$ cat src/rtl/cpu_pkg.sv
// Shared CPU definitions: instruction width, opcode/function codes, fetch
// buffer entry layout and the fetch-stage state encoding.
package cpu_pkg;

    localparam int INST_W = 32;

    localparam logic [5:0] OP_RTYPE = 6'h00;
    localparam logic [5:0] OP_J     = 6'h02;
    localparam logic [5:0] OP_JAL   = 6'h03;
    localparam logic [5:0] OP_BEQ   = 6'h04;
    localparam logic [5:0] OP_BNE   = 6'h05;
    localparam logic [5:0] FN_JR    = 6'h08;

    typedef struct packed {
        logic [INST_W-1:0] inst;
        logic [31:0]       pc;
    } fetch_entry_t;

    typedef enum logic {
        RUN  = 1'b0,
        HALT = 1'b1
    } fetch_state_t;

endpackage

$ cat src/rtl/fetch_fifo2.sv
// Two-entry buffer of {inst, pc} between the BRAM return and decode.
// Flush wins over push; push and pop together keep the count unchanged.
import cpu_pkg::*;

module fetch_fifo2 (
    input  logic         clk,
    input  logic         rstn,
    input  logic         push,
    input  logic         pop,
    input  logic         flush,
    input  fetch_entry_t din,
    output fetch_entry_t head,
    output logic [1:0]   count
);

    fetch_entry_t e0;
    fetch_entry_t e1;
    logic         eff_pop;

    assign eff_pop = pop && (count != 2'd0);
    assign head    = e0;

    always_ff @(posedge clk or negedge rstn) begin
        if (!rstn) begin
            e0    <= '0;
            e1    <= '0;
            count <= 2'd0;
        end else if (flush) begin
            count <= 2'd0;
        end else begin
            case ({push, eff_pop})
                2'b10: begin
                    if (count == 2'd0) e0 <= din;
                    else               e1 <= din;
                    if (count != 2'd2) count <= count + 2'd1;
                end
                2'b01: begin
                    e0    <= e1;
                    count <= count - 2'd1;
                end
                2'b11: begin
                    // Head leaves; the new entry lands behind whatever remains.
                    if (count == 2'd1) begin
                        e0 <= din;
                    end else begin
                        e0 <= e1;
                        e1 <= din;
                    end
                end
                default: ;
            endcase
        end
    end

`ifndef SYNTHESIS
    a_no_overflow: assert property (@(posedge clk) disable iff (!rstn)
        !(push && !eff_pop && !flush && count == 2'd2));
`endif

endmodule

$ cat src/rtl/inst_fetch.sv
// Instruction fetch: owns the PC, reads the 1-cycle BRAM and hands {inst, pc}
// to decode over valid/ready. Optional counters under INST_FETCH_PERF_CNT_EN.
import cpu_pkg::*;

module inst_fetch #(
    parameter int          INST_SIZE = 10,
    parameter logic [31:0] RESET_PC  = 32'h0
) (
    input  logic                 clk,
    input  logic                 rstn,
    input  logic                 halt,
    input  logic                 redirect_valid,
    input  logic [31:0]          redirect_pc,
    output logic                 imem_en,
    output logic [INST_SIZE-1:0] imem_addr,
    input  logic [31:0]          imem_dout,
    output logic                 out_valid,
    input  logic                 out_ready,
    output logic [31:0]          out_inst,
    output logic [31:0]          out_pc,
    output logic                 halted,
    output fetch_state_t         dbg_state
`ifdef INST_FETCH_PERF_CNT_EN
    ,
    output logic [31:0]          fetch_count,
    output logic [15:0]          squash_count
`endif
);

    // Handshake: a transfer happens on a clock edge where out_valid and
    // out_ready are both high; out_valid/out_inst/out_pc hold until then.

    fetch_state_t state, state_next;
    logic [31:0]  pc;
    logic         inflight;
    logic [31:0]  inflight_pc;
    logic [1:0]   count;
    fetch_entry_t head;
    fetch_entry_t din;
    logic         pop;
    logic         push;
    logic         issue;
    logic [2:0]   occupancy;

    fetch_fifo2 u_fifo (
        .clk   (clk),
        .rstn  (rstn),
        .push  (push),
        .pop   (pop),
        .flush (redirect_valid),
        .din   (din),
        .head  (head),
        .count (count)
    );

    assign out_valid = (count != 2'd0);
    assign out_inst  = head.inst;
    assign out_pc    = head.pc;
    assign pop       = out_valid && out_ready;

    // Slots already committed (buffered + in flight) once this cycle's pop leaves.
    assign occupancy = {1'b0, count} + {2'b00, inflight} - {2'b00, pop};
    assign issue     = rstn && (state == RUN) && !redirect_valid && !halt
                       && (occupancy < 3'd2);
    assign imem_en   = issue;
    assign imem_addr = pc[INST_SIZE-1:0];

    assign push      = inflight && !redirect_valid;
    assign din.inst  = imem_dout;
    assign din.pc    = inflight_pc;

    assign halted    = (state == HALT) && !inflight;
    assign dbg_state = state;

    always_comb begin
        state_next = state;
        case (state)
            RUN:  if (halt) state_next = HALT;
            HALT: if (redirect_valid && !halt) state_next = RUN;
            default: state_next = RUN;
        endcase
    end

    always_ff @(posedge clk or negedge rstn) begin
        if (!rstn) begin
            state       <= RUN;
            pc          <= RESET_PC;
            inflight    <= 1'b0;
            inflight_pc <= 32'h0;
        end else begin
            state <= state_next;
            if (redirect_valid) begin
                pc       <= redirect_pc;
                inflight <= 1'b0;
            end else if (issue) begin
                pc          <= pc + 32'd1;
                inflight    <= 1'b1;
                inflight_pc <= pc;
            end else begin
                inflight <= 1'b0;
            end
        end
    end

`ifdef INST_FETCH_PERF_CNT_EN
    always_ff @(posedge clk or negedge rstn) begin
        if (!rstn) begin
            fetch_count  <= 32'h0;
            squash_count <= 16'h0;
        end else begin
            if (pop) fetch_count <= fetch_count + 32'd1;
            if (redirect_valid && (inflight || count != 2'd0) && squash_count != 16'hFFFF)
                squash_count <= squash_count + 16'd1;
        end
    end
`endif

endmodule

$ cat config.mk
export PLATFORM = sky130hd
export DESIGN_NAME = inst_fetch
export DESIGN_NICKNAME = d
export VERILOG_FILES = /design/src/rtl/cpu_pkg.sv /design/src/rtl/fetch_fifo2.sv /design/src/rtl/inst_fetch.sv
export SDC_FILE = /design/constraint.sdc
export NUM_CORES = 1
export LEC_CHECK = 0
export CAP_MARGIN = 15
export CORE_MARGIN = 2
export CORE_UTILIZATION = 45
export DETAILED_ROUTE_END_ITERATION = 7
export PLACE_DENSITY = 0.83
export SLEW_MARGIN = 30
export SYNTH_ARGS = -nofsm -noshare
export SYNTH_HDL_FRONTEND = slang
export SYNTH_SLANG_ARGS = --single-unit
$ cat constraint.sdc
create_clock -name clk -period 3.4 [get_ports clk]
set_clock_uncertainty 0.05 [all_clocks]
set_input_delay 0.51 -clock clk [delete_from_list [all_inputs] [get_ports clk]]
set_output_delay 0.51 -clock clk [all_outputs]
set_load 0.02 [all_outputs]
==> results.toml, run 1 <==
[sta]
rsz0062_at_grt = "false"
relSlewSlack_pct = 42.6
worstMarginPinSlew_ns = 0.862
max_freq_mhz = 306
worst_hold_slack_ns = 0.178
setup_violations = 0
hold_viol = 0
post-route-min-period_ns = 3.27
slew_viol_final = 0
timing.final.crit_share_pct = 96.1

[logic_synthesis]
synth_top_area_share_pct = 56.6
yosysMostFrequentCell = "dfrtp_1"
synth.largest_area_cell = "dfrtp_1"
yosysUniqueCellTypes = 38
ys_seq_area_share_pct = 56.6
synth_nets = 815
avgSynthCellArea_um2 = 11.7
yosysWarnings = 0
syn_area_um2 = 8670
synthCells = 740
synth_common_cells = "196 x dfrtp_1, 97 x mux2_2, 79 x nor2_1"
ys_ff_latch = 196
synthTopCellsByArea = "dfrtp_1 57%, mux2_2 13%, mux2i_1 7.5%"
ys.flop_type = "dfrtp_1"
synthArstFlopShare_pct = 100
synth-edff-count = 0

[drt]
final_antenna_net_count = 0
route.detailed.drc = 0
dr.pass1.iters = 4
routed_wl_mm = 18.6
top_layer_used = "met4"
vias_per_cell = 5.16
wl_met3_um = 752
wl_per_cell_um = 16.2
drt_iter0_markers = 268
wl_met1_mm = 8.75
met2_length_mm = 8.80
vias = 5910

[cells_and_area]
nets = 948
diodes = 0
final_area_um2 = 11100
syn2layout_area_growth_pct = 27.8
drive_gt1_share_pct = 18.6

[setup_path]
critPathCaptureType = "output pin"
path_class = "reg -> out"
worstPathMaxFanout = 3
worstPathRequired_ns = 2.84
arrival_ns = 2.71
crit_path_start_kind = "flip-flop"

[global_route]
globalRouteTotalUtil_pct = 19.0
antenna_found_initial = 0
grt_pass1_wl_mm = 30.5
grt_pass1_vias = 5980
grt_max_degree = 129
grt_overflow = 0

[place]
io_buffers = 146
hpwl_mm = 12.5
globalplace.congestion = 0.889
place_area_um2 = 10400

[die]
core_um2 = 18800
dieWidth_um = 143
die_h_um = 143
die_area_um2 = 20400
start_util_pct = 46.0
io_pins = 147
placementRows = 50

[cts]
clock_path_buffers = 2
cts_tree = "built"
cts_made_buffers = 17
htreeDepth = 4
cts_root_buf = "clkbuf_16"
path_clk_slew_ns = 0.07
postCtsHoldBufs = 0
clock-sinks = 196
worstSkewPairLatency_ns = 0.42

[pwr]
internal_power_mw = 6.04
switchingPower_mw = 3.02
p_per_area_nw_per_um2 = 818
p_leak_nw = 5.19
vdd_drop_max_v = 0.000435
swShare_pct = 33.4
seqPwrFrac_pct = 40.0
comb_power_share_pct = 36.6
pwr-share-clk_pct = 23.5

[run]
drv_cap = 0

[min_path]
hold_path_class = "in -> async"

[run_status]
status = "finished, final reports clean"
-- power by group through the flow --
stage | sequential (mW) | combinational [mW] | clock [mW]
3_5_place_dp | 3.67 | 3.32 | 0
4_1_cts | 3.63 | 3.34 | 2.17
2_1_floorplan | 4.03 | 1.49 | 0
6_report | 3.62 | 3.31 | 2.13
3_3_place_gp | 3.62 | 3.24 | 0
5_1_grt | 3.73 | 3.60 | 2.26
-- state kept, by name, summed over array words and instances, names as in the netlist --
| name | count |
|---|---|
| u_fifo.e1 | 64 |
| dbg_state | 1 |
| u_fifo.count | 2 |
| u_fifo.head | 64 |
| inflight | 1 |
| pc | 32 |
| inflight_pc | 32 |
-- final timing paths --
path	startpoint	to	slack (ns)	depth (start not counted)
min	rstn	u_fifo.count[0]	0.18	2
min reg2reg	u_fifo.e1[37]	u_fifo.e1[37]	0.45	1
max reg2reg	u_fifo.count[1]	pc[31]	0.17	13
max	u_fifo.count[1]	imem_en	0.13	11
max in group asynchronous	rstn	inflight_pc[20]	1.91	3
min in group clk	redirect_valid	pc[23]	0.43	3
-- metal layers --
layer / track usage [%] / up-vias
met5: 0 / -
met4: 5.32 / 0
met1: 26.4 / 2891
li1: - / 2853
met3: 3.86 / 17
met2: 30.7 / 149
-- per-stage QoR --
stage / power [mW] / setup TNS [ns] / utilization [%] / cells / setup slack (ns)
2_1_floorplan: 5.52 / 0 / - / 740 / 0.0696
3_5_place_dp: 6.98 / -1.28 / 55.4 / 1114 / -0.219
4_1_cts: 9.14 / 0 / 58.6 / 1145 / 0.0322
6_report: 9.06 / 0 / 58.8 / 1145 / 0.133
3_3_place_gp: 6.86 / -0.237 / 55.4 / 1114 / -0.165
5_1_grt: 9.60 / 0 / 58.8 / 1145 / 0.00757
-- cells by family (layout without fill, tap and decap cells) --
logic type               Yosys count  in the layout  synth area share, %
AND/OR/NAND/NOR                  186            186                 10.0
buffers and inverters             58            203                 3.10
multiplexers                     162            162                 20.1
AO/OA/AOI/OAI                    102            102                 6.16
XOR/XNOR                          30             30                 3.03
flip-flops                       196            196                 56.6
adder cells (fa/ha/maj)            6              6                0.953
-- worst max-delay path: stages (launching register included) --
cell	delay, ns
dfrtp_1	0.39
inv_2	0.07
ha_2	0.19
nand2b_4	0.12
inv_1	0.04
ha_1	0.26
nand2b_1	0.15
fa_1	0.48
and4bb_2	0.25
nand2_2	0.08
nor2_4	0.13
buf_6	0.12
-- final cells by class --
cell class	count	area [um^2]
clock buffers	20	447
clock inverters	11	175
fillers	1522	7750
inverters	7	26.3
multi-input cells	486	3540
flip-flops and latches	196	4900
well taps	260	325
repair buffers	165	1660
-- repair_timing --
| action | 4_1_cts | 5_1_grt |
|---|---|---|
| gates resized for setup | 4 | 9 |
| pin swaps | 0 | 2 |
| setup buffers | 0 | 0 |
| endpoints found under the setup margin | 1 | 5 |
-- cell usage in the layout (no fill, tap or decap), types with 5 or more instances in the layout --
cell type          n
a21oi_1           66
o21ai_0           28
nor4_1             8
buf_4             14
nand4_1            6
nor3_1            10
mux2_2            97
nand3_1           11
clkdlybuf4s50_1  143
mux2i_1           65
dfrtp_1          196
nand2_1           48
nor2_1            78
clkbuf_16         17
xnor2_1           27
inv_1              5
Note: power is estimated with default switching activity, not from simulation.
==> run 2, diff against run 1 <==
Settings changed: CORE_MARGIN 2 to not set.
==> results.toml, run 2 (synthesis gave the netlist of run 1 again) <==
[cells_and_area]
nets = 952
syn2layout_area_growth_pct = 27.3
final_common_cell = "dfrtp_1"
layoutNonFillerInstCount = 1124
drive_gt1_share_pct = 19.1
diodes = 0
final_cell_mix = "196 x dfrtp_1, 143 x clkdlybuf4s50_1, 97 x mux2_2"
fin_util_pct = 58.8

[die]
start_util_pct = 46.2
die_area_um2 = 19800
placementRows = 50
dieWidth_um = 141
io_pins = 147
core_um2 = 18800
die_h_um = 141

[cts]
cts_tree = "built"
htreeDepth = 4
cts_made_buffers = 17
cts_root_buf = "clkbuf_16"
worstSkewPairLatency_ns = 0.42
path_clk_slew_ns = 0.07
clock_path_buffers = 2
clock-sinks = 196

[pwr]
pwr-share-clk_pct = 21.8
swShare_pct = 34.3
comb_power_share_pct = 37.6
p_leak_nw = 5.18
vdd_drop_max_v = 0.000344
switchingPower_mw = 3.06
internal_power_mw = 5.87
total_power_mw = 8.93
p_per_area_nw_per_um2 = 809
seqPwrFrac_pct = 40.6

[setup_path]
worstPathMaxFanout = 3
cp_slowest_stage_delay_ns = 0.48
arrival_ns = 2.68
crit_path_start_kind = "flip-flop"
path_class = "reg -> out"
crit_chain = "inv_2 > ha_4 > nand2b_4 > inv_1 > ha_1 > nand2b_1 > fa_1 > and4bb_2 > nand2_2 > nor2_2 > buf_6"
critPathCaptureType = "output pin"
slowest_stage = "fa_1"
path_delay_family = "adder cells"
crit_buf_inv = 3
worstPathRequired_ns = 2.84

[drt]
vias_per_cell = 5.30
routed_wl_mm = 18.6
dr.pass1.iters = 4
final_antenna_net_count = 0
wl_per_cell_um = 16.5
drt_iter0_markers = 263
vias = 5954
route.detailed.drc = 0

[global_route]
antenna_found_initial = 0
globalRouteTotalUtil_pct = 20.0
grt_pass1_wl_mm = 30.8
grt_pass1_vias = 5963
grt_max_degree = 71
grt_overflow = 0

[place]
hpwl_mm = 12.9
place_ws_ns = -0.207
globalplace.congestion = 0.906
dp_cells = 1090
io_buffers = 146

[sta]
worstMarginPinSlew_ns = 0.848
worst_slack_ns = 0.158
post-route-min-period_ns = 3.24
hold_viol = 0
relSlewSlack_pct = 43.5
setup_violations = 0
timing.final.crit_share_pct = 95.4
slew_viol_final = 0
max_freq_mhz = 308

[run]
drv_cap = 0

[run_status]
status = "finished, final reports clean"

[min_path]
hold_path_class = "in -> async"
==> run 2: layout make-up <==
| cell class | count | area [um^2] |
|---|---|---|
| Fill cell | 1522 | 7740 |
| Sequential cell | 196 | 4900 |
| Multi-Input combinational cell | 486 | 3540 |
| Timing Repair Buffer | 169 | 1690 |
| Clock buffer | 18 | 439 |
| Tap cell | 234 | 293 |
| Clock inverter | 14 | 144 |
| Inverter | 7 | 26.3 |
==> run 2: power groups by stage <==
stage                     logic [mW]  clock network (mW)  registers (mW)
after CTS                       3.36                2.00            3.63
final                           3.36                1.95            3.62
after floorplan                 1.49                   0            4.03
after detailed placement        3.34                   0            3.67
after global placement          3.26                   0            3.62
after global routing            3.66                2.09            3.74
==> run 2: final timing paths <==
check / from / endpoint / slack [ns] / cells past startpoint
max in group asynchronous: rstn / inflight_pc[18] / 1.81 / 3
max reg2reg: u_fifo.count[0] / pc[31] / 0.19 / 13
max: u_fifo.count[0] / imem_en / 0.16 / 11
min in group clk: redirect_valid / inflight / 0.45 / 2
min reg2reg: u_fifo.e1[43] / u_fifo.e1[43] / 0.46 / 1
min: rstn / u_fifo.head[61] / 0.43 / 2
==> run 2: timing repair <==
item / CTS / global route
hold buffers: 1 / 0
pin swaps: 0 / 1
setup buffers: 0 / 1
endpoints found under the setup margin: 1 / 8
resized for setup: 4 / 8
endpoints found under the hold margin: 9 / 0
gates cloned: 0 / 0
==> run 2: routing by layer <==
| metal | vias up | track usage, % | share of wire (%) |
|---|---|---|---|
| li1 | 2850 | - | - |
| met1 | 2913 | 25.9 | 45 |
| met2 | 170 | 33.4 | 49 |
| met3 | 21 | 4.21 | 4.6 |
| met4 | 0 | 6.64 | 1.6 |
| met5 | - | 0 | 0 |
==> run 2: stage by stage <==
stage	cell area [um^2]	hold slack [ns]	setup TNS, ns
floorplan	8670	0.164	0
detailed placement	10400	0.317	-0.831
global placement	10400	0.314	-0.251
finish	11000	0.434	0
global route	11000	0.437	-0.00396
CTS	11000	0.424	0
